File: config.mk
export PLATFORM = sky130hd
export DESIGN_NAME = multi_button_control
export DESIGN_NICKNAME = d
export VERILOG_FILES = /design/src/rtl/multi_button_control.sv
export SDC_FILE = /design/constraint.sdc
export NUM_CORES = 1
export LEC_CHECK = 0
export ABC_AREA = 1
export CORE_ASPECT_RATIO = 1.1
export CORE_MARGIN = 2
export CORE_UTILIZATION = 62
export CTS_BUF_LIST = sky130_fd_sc_hd__clkbuf_4 sky130_fd_sc_hd__clkbuf_8
export CTS_CLUSTER_DIAMETER = 30
export CTS_CLUSTER_SIZE = 25
export DETAILED_ROUTE_END_ITERATION = 12
export PLACE_DENSITY = 0.87
export SYNTH_ARGS = -nofsm -noshare
export SYNTH_HDL_FRONTEND = slang
export SYNTH_SLANG_ARGS = --single-unit
File: constraint.sdc
create_clock -name clock -period 2 [get_ports clock]
set_input_delay 0.2 -clock clock [delete_from_list [all_inputs] [get_ports clock]]
set_output_delay 0.2 -clock clock [all_outputs]
set_load 0.03 [all_outputs]
File: src/rtl/multi_button_control.sv
// N-button vote pulser: synchronise, qualify a single held button,
// emit one vote pulse per press, reject multi-button presses.
module multi_button_control #(
  parameter int NUM_BUTTONS = 4,
  parameter int HOLD_CYCLES = 100,
  parameter int CNT_W       = 8,
  parameter int IDX_W       = 2
) (
  input  logic                   clock,
  input  logic                   reset_n,
  input  logic [NUM_BUTTONS-1:0] button,
  input  logic                   mode,
  output logic [NUM_BUTTONS-1:0] vote,
  output logic                   vote_valid,
  output logic [IDX_W-1:0]       vote_index,
  output logic                   busy,
  output logic                   conflict
);

  typedef enum logic [1:0] {
    IDLE,
    HOLD,
    WAIT_RELEASE,
    LOCKOUT
  } state_t;

  localparam logic [CNT_W-1:0] LAST = CNT_W'(HOLD_CYCLES - 1);
  localparam logic [NUM_BUTTONS-1:0] ONE = NUM_BUTTONS'(1);

  state_t state, state_n;

  logic [NUM_BUTTONS-1:0] sync1, s;
  logic [NUM_BUTTONS-1:0] sel, sel_n;
  logic [NUM_BUTTONS-1:0] vote_n;
  logic [CNT_W-1:0]       cnt, cnt_n;
  logic [IDX_W-1:0]       enc, idx_n;
  logic                   vv_n, conf_n;
  logic                   any, one_hot;

  // two-flop synchroniser for the raw button levels
  always_ff @(posedge clock or negedge reset_n) begin
    if (!reset_n) begin
      sync1 <= '0;
      s     <= '0;
    end else begin
      sync1 <= button;
      s     <= sync1;
    end
  end

  // press classification of the synchronised levels
  always_comb begin
    any     = |s;
    one_hot = any && ((s & (s - ONE)) == '0);
  end

  // binary index of the latched candidate
  always_comb begin
    enc = '0;
    for (int i = 0; i < NUM_BUTTONS; i++) begin
      if (sel[i]) enc = enc | IDX_W'(i);
    end
  end

  // next state, hold counter and registered output values
  always_comb begin
    state_n = state;
    sel_n   = sel;
    cnt_n   = cnt;
    vote_n  = '0;
    vv_n    = 1'b0;
    idx_n   = '0;
    conf_n  = 1'b0;
    unique case (state)
      IDLE: begin
        if (!mode && one_hot) begin
          state_n = HOLD;
          sel_n   = s;
          cnt_n   = CNT_W'(1);
        end else if (!mode && any) begin
          state_n = LOCKOUT;
          conf_n  = 1'b1;
        end
      end
      HOLD: begin
        if (mode) begin
          state_n = IDLE;
          cnt_n   = '0;
        end else if ((s & ~sel) != '0) begin
          // a second button beats completion
          state_n = LOCKOUT;
          cnt_n   = '0;
          conf_n  = 1'b1;
        end else if ((s & sel) == '0) begin
          state_n = IDLE;
          cnt_n   = '0;
        end else if (cnt == LAST) begin
          state_n = WAIT_RELEASE;
          cnt_n   = '0;
          vote_n  = sel;
          vv_n    = 1'b1;
          idx_n   = enc;
        end else begin
          cnt_n = cnt + CNT_W'(1);
        end
      end
      WAIT_RELEASE: begin
        if (!any) state_n = IDLE;
      end
      LOCKOUT: begin
        if (!any) state_n = IDLE;
      end
      default: begin
        state_n = IDLE;
        cnt_n   = '0;
      end
    endcase
  end

  // state, counter, latched selection and output pulses
  always_ff @(posedge clock or negedge reset_n) begin
    if (!reset_n) begin
      state      <= IDLE;
      cnt        <= '0;
      sel        <= '0;
      vote       <= '0;
      vote_valid <= 1'b0;
      vote_index <= '0;
      conflict   <= 1'b0;
    end else begin
      state      <= state_n;
      cnt        <= cnt_n;
      sel        <= sel_n;
      vote       <= vote_n;
      vote_valid <= vv_n;
      vote_index <= idx_n;
      conflict   <= conf_n;
    end
  end

  assign busy = (state != IDLE);

endmodule

==> impl_metrics.toml, run 1 <==
[routing]
drt_iter0_markers = 36
ant_nets = 0
wirelength_um = 2965
drc = 0
routed_via_density = 5.463
vias = 1240
wl_per_cell_um = 13.06
drt_pass1_iterations = 4

[sta]
fmax_mhz = 548.0
final-setup-viol-count = 0
maxSlewViolCount = 0
post-route-min-period_ns = 1.825
tightest_slew_ns = 0.3743
finalHoldViolations = 0
finalSetupTns_ns = 0
hold_ws_ns = 0.2465
grt_setup_unrepaired = "no"
finalCritPeriodShare_pct = 91.25
clock_skew_ns = 0.006086
relSlewSlack_pct = 75.04
setup_slack_ns = 0.1751

[floorplan]
die_x_um = 50.33
initial_core_util_pct = 65.00
placeableCoreArea_sq_um = 2252
die_h_um = 54.97
die_area_sq_um = 2766
ios = 16
rows = 18

[critical_path]
worstPathArrival_ns = 1.62
worst_setup_path_start_kind = "flip-flop"
path_class = "flip-flop to output pin"
path_cells = "nor2_2, inv_2, clkdlybuf4s50_1"
cp-end-kind = "output pin"
critPathSlowestCell = "clkdlybuf4s50_1"
critPathRequiredTime_ns = 1.80
worst_r2r_path_depth = 5
crit_fanout = 3
critical-path-max-stage-delay_ns = 0.59
startpoint = "state[1]"
r2r-start = "cnt[0]"
ff2ff_setup_slack_ns = 0.55
r2r-end = "vote_index[0]"

[placed_design]
dp.final_hpwl_um = 2180
dp_slack_ns = 0.4240
io_buffer_count = 15
place_inst = 219
gp_congestion = 0.9137

[synth]
syn_inst = 173
synth_nets = 181
synth-seq-cells = 30
synthTopCellsByArea = "dfrtp_1 51%, nand2_1 11%, nand3_1 4.8%"
ys_warn_count = 0
synth_seq_area_share_pct = 51.28
synth.largest_area_cell = "dfrtp_1"
syn_avg_cell_area_sq_um = 8.462
synth_edf_count = 0
synth_top_cell_area_share_pct = 51.28
ys_types = 25
ys.flop_type = "dfrtp_1"
ys_async_sr_fraction_pct = 100.0
synth_area_sq_um = 1464

[cells_and_area]
areaGrowthSynthToFinish_pct = 21.11
n_fill_cell = 163
layout_common_cells = "44 x nand2_1, 30 x dfrtp_1, 16 x inv_1"
layout.nets = 204
drive_gt1_share_pct = 18.27
final_common_cell = "nand2_1"
antenna_cells = 0
stdcell_count = 227

[pwr]
peakVddDrop_uv = 872.4
total_leakage_power_uw = 0.0008701
power.density_nw_per_um2 = 1151

[clocking]
cts.sinks = 30
htree_levels = 2
cts_tree = "built"
cts_root_buf = "clkbuf_4"
cts_made_buffers = 5
clk_pin_slew_ns = 0.10
cts_buffer_depth = 2
clk-insertion-delay-late_ns = 0.33

[worst_hold_path]
hp-class = "primary input to asynchronous set/reset pin"

[global_routing]
overflow = 0
grt_max_degree = 31
antenna_found_initial = 0
grt_pass1_wl_um = 5106
grt_usage_pct = 26.13
grt_pass1_vias = 1154

[status]
status = "complete, no violations"

[job]
max_cap_violations = 0
cell usage after synthesis (2+ instances only):
| master | n |
|---|---|
| dfrtp_1 | 30 |
| nand3_1 | 14 |
| o21ai_0 | 9 |
| xor2_1 | 2 |
| nand2_2 | 7 |
| a21oi_1 | 2 |
| inv_1 | 16 |
| nor2_1 | 15 |
| nand4_1 | 6 |
| nand2_1 | 44 |
| o21ai_1 | 3 |
| o21bai_1 | 2 |
| inv_2 | 8 |
| nor2_2 | 4 |
critical path, delay by kind of cell (launching register included):
family                 cells  cell delay, ns
flip-flops                 1            0.41
AND/OR/NAND/NOR            1            0.23
buffers and inverters      2            0.66
where the power goes:
part           switching [uW]  internal, uW  total [uW]
clock                     212           423         635
sequential               71.9           702         774
combinational             427           204         632
worst max path at each step:
| stage | end | slack, ns | cells past startpoint |
|---|---|---|---|
| 3_3_place_gp | busy | 0.47 | 3 |
| 5_1_grt | busy | 0.09 | 3 |
| 6_report | busy | 0.18 | 3 |
| 4_1_cts | busy | 0.07 | 3 |
| 2_1_floorplan | state[0] | 0.77 | 7 |
| 3_5_place_dp | cnt[6] | 0.42 | 9 |
metrics by stage:
stage | power [uW] | instance area (sq um) | utilization [%]
after floorplan | 1240 | 1464 | -
after global placement | 1367 | 1659 | 73.67
after detailed placement | 1402 | 1659 | 73.67
after CTS | 2041 | 1770 | 78.61
after global routing | 2170 | 1773 | 78.72
final | 2041 | 1773 | 78.72
what timing repair did:
action	in CTS	in global routing
hold buffers	0	0
setup endpoints to repair	0	1
buffers inserted	0	0
gates resized for setup	0	1
sequential cells by signal, summed over array words and instances, names as in the netlist:
signal,count
conflict,1
vote_valid,1
state,2
s,4
sel,4
vote_index,2
cnt,8
vote,4
sync1,4
routing by layer:
metal	vias up	track usage, %	share of wire (%)
met5	-	0	0
met4	0	14.41	2.5
met3	7	8.333	6.6
met2	48	43.20	51
met1	590	30.95	40
li1	595	-	-
logic make-up after synthesis:
kind of cell | after synthesis | share of synthesized area [%]
adder cells (fa/ha/maj) | 1 | 0.8546
AND/OR/NAND/NOR | 98 | 33.85
buffers and inverters | 25 | 6.410
XOR/XNOR | 3 | 1.795
flip-flops | 30 | 51.28
AO/OA/AOI/OAI | 16 | 5.811
cell type report:
class / count / area, sq um / share of cell area (%)
timing repair buffer: 16 / 157.7 / 8.892
clock buffer: 6 / 51.30 / 2.893
sequential: 30 / 750.7 / 42.34
inverter: 25 / 93.84 / 5.293
clock inverter: 2 / 60.06 / 3.387
tap: 30 / 37.54 / 2.117
multi-input combinational: 118 / 621.8 / 35.07
Power figures use the tool's default switching activity.
==> inputs of run 2 (changes only) <==
--- a/config.mk
+++ b/config.mk
@@ -6,6 +6,7 @@
 export NUM_CORES = 1
 export LEC_CHECK = 0
 export ABC_AREA = 1
+export CAP_MARGIN = 25
 export CORE_ASPECT_RATIO = 1.1
 export CORE_MARGIN = 2
 export CORE_UTILIZATION = 62
==> results of run 2 <==
The final DEF is identical to that of run 1; final timing and power are the same.
